===== config.mk =====
export PLATFORM = sky130hd
export DESIGN_NAME = rob_commit_buffer
export DESIGN_NICKNAME = d
export VERILOG_FILES = /design/src/rtl/rob_commit_buffer.sv
export SDC_FILE = /design/constraint.sdc
export NUM_CORES = 1
export LEC_CHECK = 0
export CAP_MARGIN = 20
export CORE_MARGIN = 10
export CORE_UTILIZATION = 45
export CTS_BUF_LIST = sky130_fd_sc_hd__clkbuf_4
export DETAILED_ROUTE_END_ITERATION = 10
export DONT_BUFFER_PORTS = 1
export PLACE_DENSITY_LB_ADDON = 0.25
export SLEW_MARGIN = 5
export SYNTH_ARGS = -nofsm -noshare
export SYNTH_HDL_FRONTEND = slang
export SYNTH_SLANG_ARGS = --single-unit

===== constraint.sdc =====
create_clock -name clk -period 7.8 [get_ports clk]
set_input_delay 1.95 -clock clk [delete_from_list [all_inputs] [get_ports clk]]
set_output_delay 1.95 -clock clk [all_outputs]
set_load 0.1 [all_outputs]

===== src/rtl/rob_commit_buffer.sv =====
// Reorder buffer: in-order allocate at tail, out-of-order CDB fill, in-order retire at head.
// Optional macro ROB_CDB_BYPASS_EN lets a CDB write to the head entry commit in the same cycle.
module rob_commit_buffer #(
    parameter int DEPTH = 8,
    parameter int IDX_W = $clog2(DEPTH)
) (
    input  logic             clk,
    input  logic             rst_n,
    input  logic             dispatch_valid,
    output logic             dispatch_ready,
    input  logic [6:0]       dispatch_op,
    input  logic [4:0]       dispatch_rd,
    output logic [IDX_W-1:0] dispatch_rob_idx,
    input  logic             cdb_valid,
    input  logic [IDX_W-1:0] cdb_rob_idx,
    input  logic [31:0]      cdb_value,
    output logic             commit_valid,
    input  logic             commit_ready,
    output logic [6:0]       commit_op,
    output logic [4:0]       commit_rd,
    output logic [31:0]      commit_value,
    output logic [IDX_W-1:0] commit_rob_idx,
    input  logic             flush,
    output logic             empty,
    output logic             full
);

    localparam int PTR_W = IDX_W + 1;

    logic [PTR_W-1:0] head_q, head_d, tail_q, tail_d;
    logic [IDX_W-1:0] head_idx, tail_idx;
    logic [DEPTH-1:0] valid_q, valid_d, ready_q, ready_d;
    logic [6:0]       op_q    [DEPTH];
    logic [4:0]       rd_q    [DEPTH];
    logic [31:0]      value_q [DEPTH];

    logic dispatch_fire, commit_fire, cdb_hit, head_ready, bypass_hit;

    assign head_idx = head_q[IDX_W-1:0];
    assign tail_idx = tail_q[IDX_W-1:0];

    assign empty = (head_q == tail_q);
    assign full  = (head_idx == tail_idx) && (head_q[IDX_W] != tail_q[IDX_W]);

    assign dispatch_ready   = !full;
    assign dispatch_rob_idx = tail_idx;
    assign dispatch_fire    = dispatch_valid && !full && !flush;

    // The slot being allocated is invalid before the edge, so a CDB aimed at it never hits.
    assign cdb_hit = cdb_valid && valid_q[cdb_rob_idx] && !ready_q[cdb_rob_idx];

    assign head_ready  = valid_q[head_idx] && ready_q[head_idx];
    assign commit_fire = commit_valid && commit_ready;

`ifdef ROB_CDB_BYPASS_EN
    assign bypass_hit = cdb_hit && (cdb_rob_idx == head_idx);
`else
    assign bypass_hit = 1'b0;
`endif

    always_comb begin
        commit_valid   = (head_ready || bypass_hit) && !flush;
        commit_op      = '0;
        commit_rd      = '0;
        commit_value   = '0;
        commit_rob_idx = '0;
        if (commit_valid) begin
            commit_op      = op_q[head_idx];
            commit_rd      = rd_q[head_idx];
            commit_value   = head_ready ? value_q[head_idx] : cdb_value;
            commit_rob_idx = head_idx;
        end
    end

    assign head_d = flush ? '0 : head_q + PTR_W'(commit_fire);
    assign tail_d = flush ? '0 : tail_q + PTR_W'(dispatch_fire);

    // Retire dominates a same-cycle fill so a bypassed commit leaves the slot clean.
    for (genvar gi = 0; gi < DEPTH; gi++) begin : g_entry
        logic alloc, retire, fill;
        assign alloc  = dispatch_fire && (tail_idx == IDX_W'(gi));
        assign retire = commit_fire && (head_idx == IDX_W'(gi));
        assign fill   = cdb_hit && (cdb_rob_idx == IDX_W'(gi));
        assign valid_d[gi] = !flush && (alloc || (valid_q[gi] && !retire));
        assign ready_d[gi] = !flush && !alloc && !retire && (ready_q[gi] || fill);
    end

    always_ff @(posedge clk) begin
        if (!rst_n) begin
            head_q  <= '0;
            tail_q  <= '0;
            valid_q <= '0;
            ready_q <= '0;
        end else begin
            head_q  <= head_d;
            tail_q  <= tail_d;
            valid_q <= valid_d;
            ready_q <= ready_d;
        end
    end

    // Payload needs no reset: it is only observed through valid/ready-gated outputs.
    always_ff @(posedge clk) begin
        if (dispatch_fire) begin
            op_q[tail_idx] <= dispatch_op;
            rd_q[tail_idx] <= dispatch_rd;
        end
        if (cdb_hit) begin
            value_q[cdb_rob_idx] <= cdb_value;
        end
    end

endmodule


* Word-level counts from Yosys, hierarchy flattened *
Memory sizes are Yosys's and may differ from the RTL's. A register that Yosys moved wholly into a read port is not among the register bits.
Cells that the tools add are included.

word-level totals
  register bits = 24
  RAM bits = 352
  bits of input ports = 53
  logic and storage cells = 167
  memories kept = 3

cells by class
  add/subtract/negate cells = 2
  order comparisons = 2
  eq/ne operators = 24
  muxes and demuxes = 20
  bitwise gates (word level) = 1
  reductions and logical operators = 111

memories
  name     words  bits a word  rd ports  clocked after Yosys merged registers in  write ports  line  source
  value_q  8      32           1         1                                        1            35    logic [31:0] value_q [DEPTH];
  op_q     8      7            1         1                                        1            33    logic [6:0] op_q [DEPTH];
  rd_q     8      5            1         1                                        1            34    logic [4:0] rd_q [DEPTH];

operator list
  kind                                                        number
  logical AND 1 bit                                           72
  two-way mux 32 bit                                          2
  equality test 3 bit, second input constant                  12
  zero test 1 bit                                             19
  equality test 3 x 2 -> 1 bit, second input constant         6
  logical OR 1 bit                                            16
  binary-select mux 1 bit (select 3 bit)                      4
  two-way mux 3 bit                                           4
  equality test 3 x 1 -> 1 bit, second input constant         3
  zero test 3 bit                                             3
  adder 4 x 1 -> 4 bit                                        2
  less-than comparator 3 x 4 -> 1 bit, second input constant  2
  two-way mux 1 bit                                           8
  two-way mux 7 bit                                           1
  two-way mux 5 bit                                           1
  equality test 4 bit                                         1
  equality test 3 bit                                         1
  OR reduction 2 bit                                          1
  inequality test 1 bit                                       1
  NOT 1 bit                                                   1

* Longest topological paths before layout *
Gate-level depths: netlist (run 1).

  depth in word-level cells = 10
  mapped depth = 9

* Worst setup path before layout (run 1) *
OpenSTA, ideal clock, no wires.

  path kind = input port to flip-flop
  start = input port cdb_rob_idx[1]
  end = register ready_q[5]
  setup time = 73 ps
  arrival = 6223 ps
  data required time = 7727 ps
  path slack = 1503 ps
  cell stages on the path = 3
  path buffers = 0
  path through = nand2b_1 > nor4b_1 > o221a_2

between the ends
  word-level cells in the longest chain between the ends = 7
  elaborated cells on any way between the ends = 11
  classes of those cells = eq/ne: 1; mux: 4; reduce/logical: 6

ends and longest elaborated chain
  item                                                         line  source
  start, declared                                              15    input logic [IDX_W-1:0] cdb_rob_idx,
  binary-select mux 1 bit (select 3 bit)                       50    assign cdb_hit = cdb_valid && valid_q[cdb_rob_idx] && !ready_q[cdb_rob_idx];
  two-way mux 1 bit (not written as such)                      50
  logical AND 1 bit / zero test 1 bit (equally long branches)  50
  logical AND 1 bit                                            50
  logical AND 1 bit (*)                                        83    assign fill = cdb_hit && (cdb_rob_idx == IDX_W'(gi));
  logical OR 1 bit (*)                                         85    assign ready_d[gi] = !flush && !alloc && !retire && (ready_q[gi] || fill);
  logical AND 1 bit (*)                                        85
  end signal, assigned                                         98    ready_q <= ready_d;
  end, declared                                                32    logic [DEPTH-1:0] valid_q, valid_d, ready_q, ready_d;

Every way passes the cells marked *; elsewhere a longest branch is shown, timed or not. The select of a mux whose other input is x is not followed.
A chain may end at the register's enable or synchronous reset.

* Worst setup path after layout (run 1) *
  start = input port flush
  end = output port commit_valid

between the ends
  word-level cells in the longest chain between the ends = 2

ends and longest elaborated chain
  item               line  source
  start, declared    23    input logic flush,
  zero test 1 bit    62    commit_valid = (head_ready || bypass_hit) && !flush;
  logical AND 1 bit  62
  end, declared      17    output logic commit_valid,

Every way passes these cells.

==> results of run 1 <==
worst paths after layout:
check,startpoint,to,slack (ns)
worst min-delay path,valid_q[5],valid_q[5],0.50
worst min register to register,valid_q[5],valid_q[5],0.50
worst max-delay path,flush,commit_valid,2.00
worst max register to register,head_q[2],op_q[3][3],5.10
layer usage:
metal / global-route usage [%] / share of wire (%) / vias to the layer above
met1: 20.2 / 40 / 3963
met3: 5.12 / 8.9 / 39
met5: 0 / 0 / -
li1: - / - / 3417
met4: 6.11 / 1.5 / 0
met2: 26.3 / 50 / 285
final cells by class:
class	count	share of cell area, %
clock buffers	129	5.61
inverters	11	0.239
clock inverters	28	0.899
multi-input cells	350	21.0
well taps	442	3.20
repair buffers	72	5.03
diodes	1	0.0145
flip-flops and latches	376	64.1
Yosys cell counts (all sizes together):
library cell    n
ha              3
or4b            1
buf            32
a21o            1
mux2i           1
dfxtp          24
a41o            1
and4b           1
mux4           89
a32o            1
a22o            1
and2           10
xnor2           6
nand2          97
nor2           24
nand2b          7
nand4           2
o211a           1
a21oi          48
a211oi          1
nor2b           2
or2             1
a32oi           1
a211o           1
inv            11
xor2            2
o2111a          1
nor3            5
o31ai           2
o221a           2
nor4b           3
nand3          12
o21a            1
edfxtp        352
o32ai           3
nand3b          6
nand4bb         1
o2bb2ai         1
nor4            8
o22ai           1
nand4b          1
a41oi           1
clkbuf         10
stage by stage:
step	power (W)	utilization (%)	hold WS (ns)	instance area, um^2
after detailed placement	0.00228	49.9	0.485	16100
after floorplan	0.00227	-	0.446	14700
after global placement	0.00228	47.9	0.470	15500
after CTS	0.00382	53.3	0.494	17300
after global routing	0.00393	53.3	0.515	17300
final	0.00377	53.3	0.502	17300
sequential cells by signal, indices dropped and copies added (netlist names):
register	flops
head_q	4
tail_q	4
ready_q	8
op_q	56
rd_q	40
value_q	256
valid_q	8
worst max-delay path, delay by kind of cell:
kind / cells / cell delay (ns)
simple gates: 1 / 0.05
buf+inv: 2 / 1.28
compound gates: 1 / 0.54
power by group:
part / leakage (nW) / internal, W / switching, W
clock network: 0.665 / 0.000796 / 0.000743
registers: 3.36 / 0.00221 / 0.00000128
logic: 1.43 / 0.00000834 / 0.0000182
cells by family (layout without fill, tap and decap cells):
logic type                 count (synthesis)  after routing  synth area share [%]
AOI/OAI and AO/OA                         68             68                  2.97
xor gates and xnor gates                   8              8                 0.477
adders and majority gates                  3              3                 0.256
buffers and inverters                     53            240                  1.66
DFF                                      376            376                  75.2
muxes                                     90             90                  13.7
other                                      0              1                     0
and+or+nand+nor                          181            181                  5.71
==> flow_summary.toml, run 1 <==
[sta]
setup_viol = 0
max_freq_mhz = 173
skew_ns = 0.0430
drv_slew = 0
setup_ws_ns = 2.00
tightest_slew_ns = 1.12
fin_crit_sh_pct = 74.3
fin_tns_setup_ns = 0
final-hold-violation-count = 0
max_slew_margin_pct = 25.6
min_period_ns = 5.80
rsz0062_at_grt = "false"

[global_routing]
grt_use_total_pct = 16.3
grt_pass1_vias = 8275
grt_overflow = 0
grt_first_pass_wirelength_um = 49700
grt_start_max_net_pins = 55
antenna_found_initial = 1

[route]
post-route-drc-count = 0
num_vias = 7704
avgRoutedWirePerCell_um = 23.0
vias_per_cell = 5.47
totalWireLength_um = 32500
drt_iter0_drc = 467
first_pass_iters = 5
ant_nets = 0

[clocking]
cts_resized = 0
ctsHoldBuffers = 0
cts_tree = "done"
clock-sinks = 376
insertion_delay_ns = 0.74
clkTransAtPathRegs_ns = 0.06
cts_buffers = 90
cts_root_buf = "clkbuf_4"
htreeDepth = 3
post-cts-setup-buffers = 0
cts_buffer_depth = 3

[die]
die_area_um2 = 40300
fp.dieH_um = 201
rows = 66
core_area_um2 = 32400
die_w_um = 201
io_pins = 107
start_util_pct = 45.4

[pwr]
vdd_drop_max_v = 0.000155
p_leak_nw = 5.46
cellPowerDensity_nw_per_um2 = 219

[yosys]
yosysTopAreaCell = "edfxtp_1"
syn_nets = 835
synth.distinct_cells = 47
synthCells = 779
ys_seq_elements = 376
synth_top_area_share_pct = 71.9
yosysWarnings = 0
syn_area_per_cell_um2 = 18.9
seq_area_frac_synth_pct = 75.2
synth_area_leaders = "edfxtp_1 (72%), mux4_2 (14%), dfxtp_1 (3.3%)"
syn-cell-area_um2 = 14700

[placement]
dp_cells = 1251
post-place-ws_ns = 1.92
dpl.hpwl_um = 18500
gp_congestion = 0.827
port_buffers = 0

[critical_path]
arrival_ns = 3.85
crit_required_ns = 5.85
end_kind = "primary output"
critPathMaxFanout = 36
reg2reg_depth = 5
worstSetupPathType = "in2out"
crit_chain = "nor2_1 -> a32oi_4 -> buf_4 -> inv_1"
slowest_stage = "buf_4"
cpPeakStageDelay_ns = 0.67
cp-start-kind = "input pin"

[run]
drv_cap = 0

[finish]
layout_commonest_cell = "edfxtp_1"
regArea_um2 = 11100
final_cell_mix = "edfxtp_1 (352), clkbuf_4 (129), nand2_1 (97), mux4_2 (89), a21oi_2 (44)"
drive_gt1_share_pct = 37.8
nNetsFinal = 957
final_cell_count_no_fill = 1409
area.growth.synth_to_final_pct = 17.5
fillers = 2643
multi_input_area_um2 = 3620

[min_path]
worstHoldPathCells = 1
hp-class = "reg2reg"

[outcome]
status = "complete, no violations"
(Power assumes the default switching activity.)
==> run 2: changes to the inputs <==
clock period = 5.9 ns   (was 7.8 ns; I/O delays follow)
==> flow_summary.toml, run 2 (synthesized netlist as in run 1, its figures left out) <==
[outcome]
status = "complete, no violations"

[route]
first_pass_iters = 5
ant_nets = 0
drt_iter0_drc = 497
post-route-drc-count = 0
vias_per_cell = 5.53
totalWireLength_um = 33100
num_vias = 7830
avgRoutedWirePerCell_um = 23.4

[finish]
final_cell_mix = "edfxtp_1 (352), clkbuf_4 (134), nand2_1 (97), mux4_2 (89), buf_4 (73)"
nNetsFinal = 959
layout_commonest_cell = "edfxtp_1"
final_cell_count_no_fill = 1416
top_regs = "value_q x256, op_q x56, rd_q x40"
area.growth.synth_to_final_pct = 15.8
utilization_pct = 52.6
top_register = "value_q"
largest_reg_flops = 256
drive_gt1_share_pct = 38.2

[sta]
fin_tns_setup_ns = 0
tightest_slew_ns = 1.14
final-hold-violation-count = 0
rsz0062_at_grt = "false"
setup_viol = 0
skew_ns = 0.0743
max_slew_margin_pct = 23.7
min_period_ns = 4.95
max_freq_mhz = 202
fin_crit_sh_pct = 83.9
drv_slew = 0
setup_ws_ns = 0.949

[critical_path]
cp-endpoint = "commit_value[28]"
timing.reg2reg.setup_slack_ns = 2.86
startpoint = "head_q[0]"
r2r-start = "head_q[1]"
cp-start-kind = "flop"
end_kind = "primary output"
worstSetupPathType = "reg2out"
rr_endpoint = "op_q[6][1]"
crit_required_ns = 4.43
arrival_ns = 3.48
critPathMaxFanout = 48
reg2reg_depth = 3

[die]
io_pins = 107
core_area_um2 = 32400
fp.dieH_um = 201
rows = 66
start_util_pct = 45.4
die_area_um2 = 40300
die_w_um = 201

[placement]
gp_congestion = 0.830
port_buffers = 0
dpl.hpwl_um = 19000
post-place-ws_ns = 1.65
dp_cells = 1252

[pwr]
cellPowerDensity_nw_per_um2 = 299
p_int_w = 0.00406
pwr-share-seq_pct = 57.5
power.share.clock_pct = 41.8
power.switching_w = 0.00102
combinationalPowerShare_pct = 0.7
p_leak_nw = 5.43
vdd_drop_max_v = 0.000169
sw_frac_of_total_pct = 20.0

[global_routing]
grt_use_total_pct = 16.4
met1_usage_pct = 19.7
antenna_found_initial = 1
grt_start_max_net_pins = 73
grt_pass1_vias = 8454
grt_first_pass_wirelength_um = 50000
top_usage_layer = "met2"
grt_overflow = 0
grt.met3_usage_pct = 5.60
met2_usage_pct = 26.8

[clocking]
cts_buffers = 91
clkTransAtPathRegs_ns = 0.06
post-cts-setup-buffers = 0
insertion_delay_ns = 0.77
htreeDepth = 3
cts_tree = "done"
cts_root_buf = "clkbuf_4"
cts_resized = 0
ctsHoldBuffers = 0
cts_buffer_depth = 3
clock-sinks = 376

[run]
drv_cap = 0

[min_path]
hp-class = "reg2reg"
[run 2: cell types whose count changed in the layout (fill, tap and decap cells not counted), sizes merged]
cell	previous run	this run
clkinvlp	3	1
clkinv	23	26
clkbuf	129	134
bufinv	1	2
inv	12	11
buf	72	73
[run 2: through the flow]
step,cell area (um^2),hold slack (ns),total power (W)
5_1_grt,17000,0.508,0.00529
2_1_floorplan,14700,0.446,0.00300
4_1_cts,17000,0.494,0.00514
3_5_place_dp,15800,0.484,0.00301
6_report,17000,0.499,0.00508
3_3_place_gp,15800,0.465,0.00301
[run 2: worst min-delay path by stage]
stage / startpoint / end / slack [ns] / cells past startpoint
after floorplan: valid_q[5] / valid_q[5] / 0.45 / 1
after global placement: valid_q[5] / valid_q[5] / 0.46 / 1
after detailed placement: valid_q[5] / valid_q[5] / 0.48 / 1
after CTS: valid_q[5] / valid_q[5] / 0.49 / 1
after global routing: valid_q[5] / valid_q[5] / 0.51 / 1
final: valid_q[5] / valid_q[5] / 0.50 / 1
[run 2: power by group through the flow]
stage | clock, W | combinational, W | sequential, W
after floorplan | 0 | 0.0000254 | 0.00298
after global placement | 0 | 0.0000352 | 0.00298
after detailed placement | 0 | 0.0000355 | 0.00298
after CTS | 0.00219 | 0.0000357 | 0.00292
after global routing | 0.00234 | 0.0000386 | 0.00292
final | 0.00212 | 0.0000355 | 0.00292
[run 2: area by class of cell]
type	instances	area (um^2)
Fill cell	2628	15400
Sequential cell	376	11100
Multi-Input combinational cell	350	3620
Clock buffer	134	1010
Tap cell	442	553
Timing Repair Buffer	73	548
Clock inverter	29	183
Inverter	11	41.3
Antenna cell	1	2.50
[run 2: per-layer routing]
metal / vias to the layer above / part of all wire, %
li1: 3431 / -
met1: 4082 / 41
met2: 266 / 49
met3: 51 / 7.7
met4: 0 / 2.0
met5: - / 0
[run 2: worst max-delay path, stage by stage (launching register included)]
cell     delay [ns]
dfxtp_4        0.70
buf_4          0.86
mux4_2         0.61
nand2_1        0.16
a21oi_2        0.08
buf_4          0.26
==> run 3: changes to the inputs <==
clock period = 4.2 ns   (was 5.9 ns; I/O delays follow)
==> flow_summary.toml, run 3 (synthesized netlist as in run 1, its figures left out) <==
[outcome]
status = "complete, no violations"

[sta]
setup_viol = 0
fin_crit_sh_pct = 94.3
rsz0062_at_grt = "false"
min_period_ns = 3.96
skew_ns = 0.0538
max_freq_mhz = 252
final-hold-violation-count = 0
drv_slew = 0
tightest_slew_ns = 1.00
setup_ws_ns = 0.239
max_slew_margin_pct = 32.9

[route]
post-route-drc-count = 0
drt_iter0_drc = 552
vias_per_cell = 5.51
ant_nets = 0
first_pass_iters = 5
num_vias = 7845
totalWireLength_um = 34000
avgRoutedWirePerCell_um = 23.9

[die]
die_area_um2 = 40300
core_area_um2 = 32400
fp.dieH_um = 201
io_pins = 107
rows = 66
die_w_um = 201
start_util_pct = 45.4

[critical_path]
arrival_ns = 2.91
end_kind = "primary output"
crit_required_ns = 3.15
r2r-start = "head_q[2]"
critPathMaxFanout = 37
cp-start-kind = "flop"
startpoint = "head_q[0]"
timing.reg2reg.setup_slack_ns = 1.14
worstSetupPathType = "reg2out"

[finish]
layout_commonest_cell = "edfxtp_1"
fillers = 2585
drive_gt1_share_pct = 39.1
nNetsFinal = 969
top_register = "value_q"
final_cell_mix = "edfxtp_1 (352), clkbuf_4 (137), nand2_1 (97), mux4_2 (89), a21oi_2 (44)"
top_regs = "value_q x256, op_q x56, rd_q x40"
final_cell_count_no_fill = 1424
area.growth.synth_to_final_pct = 20.0
largest_reg_flops = 256

[placement]
gp_congestion = 0.864
post-place-ws_ns = 0.716
dp_cells = 1257
port_buffers = 0
dpl.hpwl_um = 19500

[clocking]
cts_root_buf = "clkbuf_4"
ctsHoldBuffers = 0
cts_buffer_depth = 3
cts_resized = 0
clkTransAtPathRegs_ns = 0.07
cts_buffers = 95
insertion_delay_ns = 0.74
cts_tree = "done"
clock-sinks = 376
htreeDepth = 3

[global_routing]
antenna_found_initial = 2
grt_start_max_net_pins = 51
grt_first_pass_wirelength_um = 51600
grt_use_total_pct = 16.9
grt_pass1_vias = 8654
grt_overflow = 0

[pwr]
p_leak_nw = 5.59
cellPowerDensity_nw_per_um2 = 404
vdd_drop_max_v = 0.000215

[min_path]
hp-class = "in2reg"
hold_path.startpoint = "cdb_value[26]"

[run]
drv_cap = 0
[run 3: stage by stage]
stage	hold slack, ns	util, %	TNS (ns)	instance area (um^2)	power (W)
2_1_floorplan	0.445	-	-92.49	14900	0.00422
3_3_place_gp	0.471	50.7	0	16400	0.00423
3_5_place_dp	0.482	50.7	0	16400	0.00424
4_1_cts	0.324	54.4	0	17600	0.00720
5_1_grt	0.330	54.5	0	17600	0.00741
6_report	0.397	54.5	0	17600	0.00712
[run 3: metal layers]
| layer | GRT usage (%) | routed length, um |
|---|---|---|
| met1 | 20.0 | 13600 |
| met5 | 0 | 0 |
| met4 | 6.52 | 630 |
| met2 | 28.4 | 17500 |
| met3 | 5.05 | 2340 |
[run 3: area by class of cell]
cell class | count | area (um^2) | share of cell area, %
Clock buffer | 137 | 1030 | 5.83
Sequential cell | 376 | 11100 | 62.7
Antenna cell | 2 | 5.00 | 0.0284
Tap cell | 442 | 553 | 3.14
Inverter | 11 | 41.3 | 0.234
Clock inverter | 27 | 146 | 0.830
Timing Repair Buffer | 79 | 1140 | 6.46
Multi-Input combinational cell | 350 | 3660 | 20.7
[run 3: critical path: stages (launching register included)]
cell	delay, ns
dfxtp_4	0.62
inv_2	0.17
mux4_2	0.52
a32oi_4	0.22
buf_12	0.33
inv_1	0.13
buf_12	0.19
[run 3: report_power, final]
part	leakage (nW)	switching (W)	total (W)	internal (W)
clock	0.710	0.00140	0.00296	0.00156
combinational	1.51	0.0000366	0.0000530	0.0000164
sequential	3.36	0.00000263	0.00410	0.00410
total	5.59	0.00144	0.00712	0.00567
[run 3: what timing repair did]
action | 4_1_cts | 5_1_grt
endpoints found under the hold margin | 0 | 0
endpoints found under the setup margin | 5 | 0
buffers inserted | 1 | 0
[run 3: worst paths after layout]
check                    to  cells after the start
max            commit_valid                      6
min          value_q[0][26]                      0
max reg2reg      op_q[4][2]                      5
min reg2reg      valid_q[5]                      1
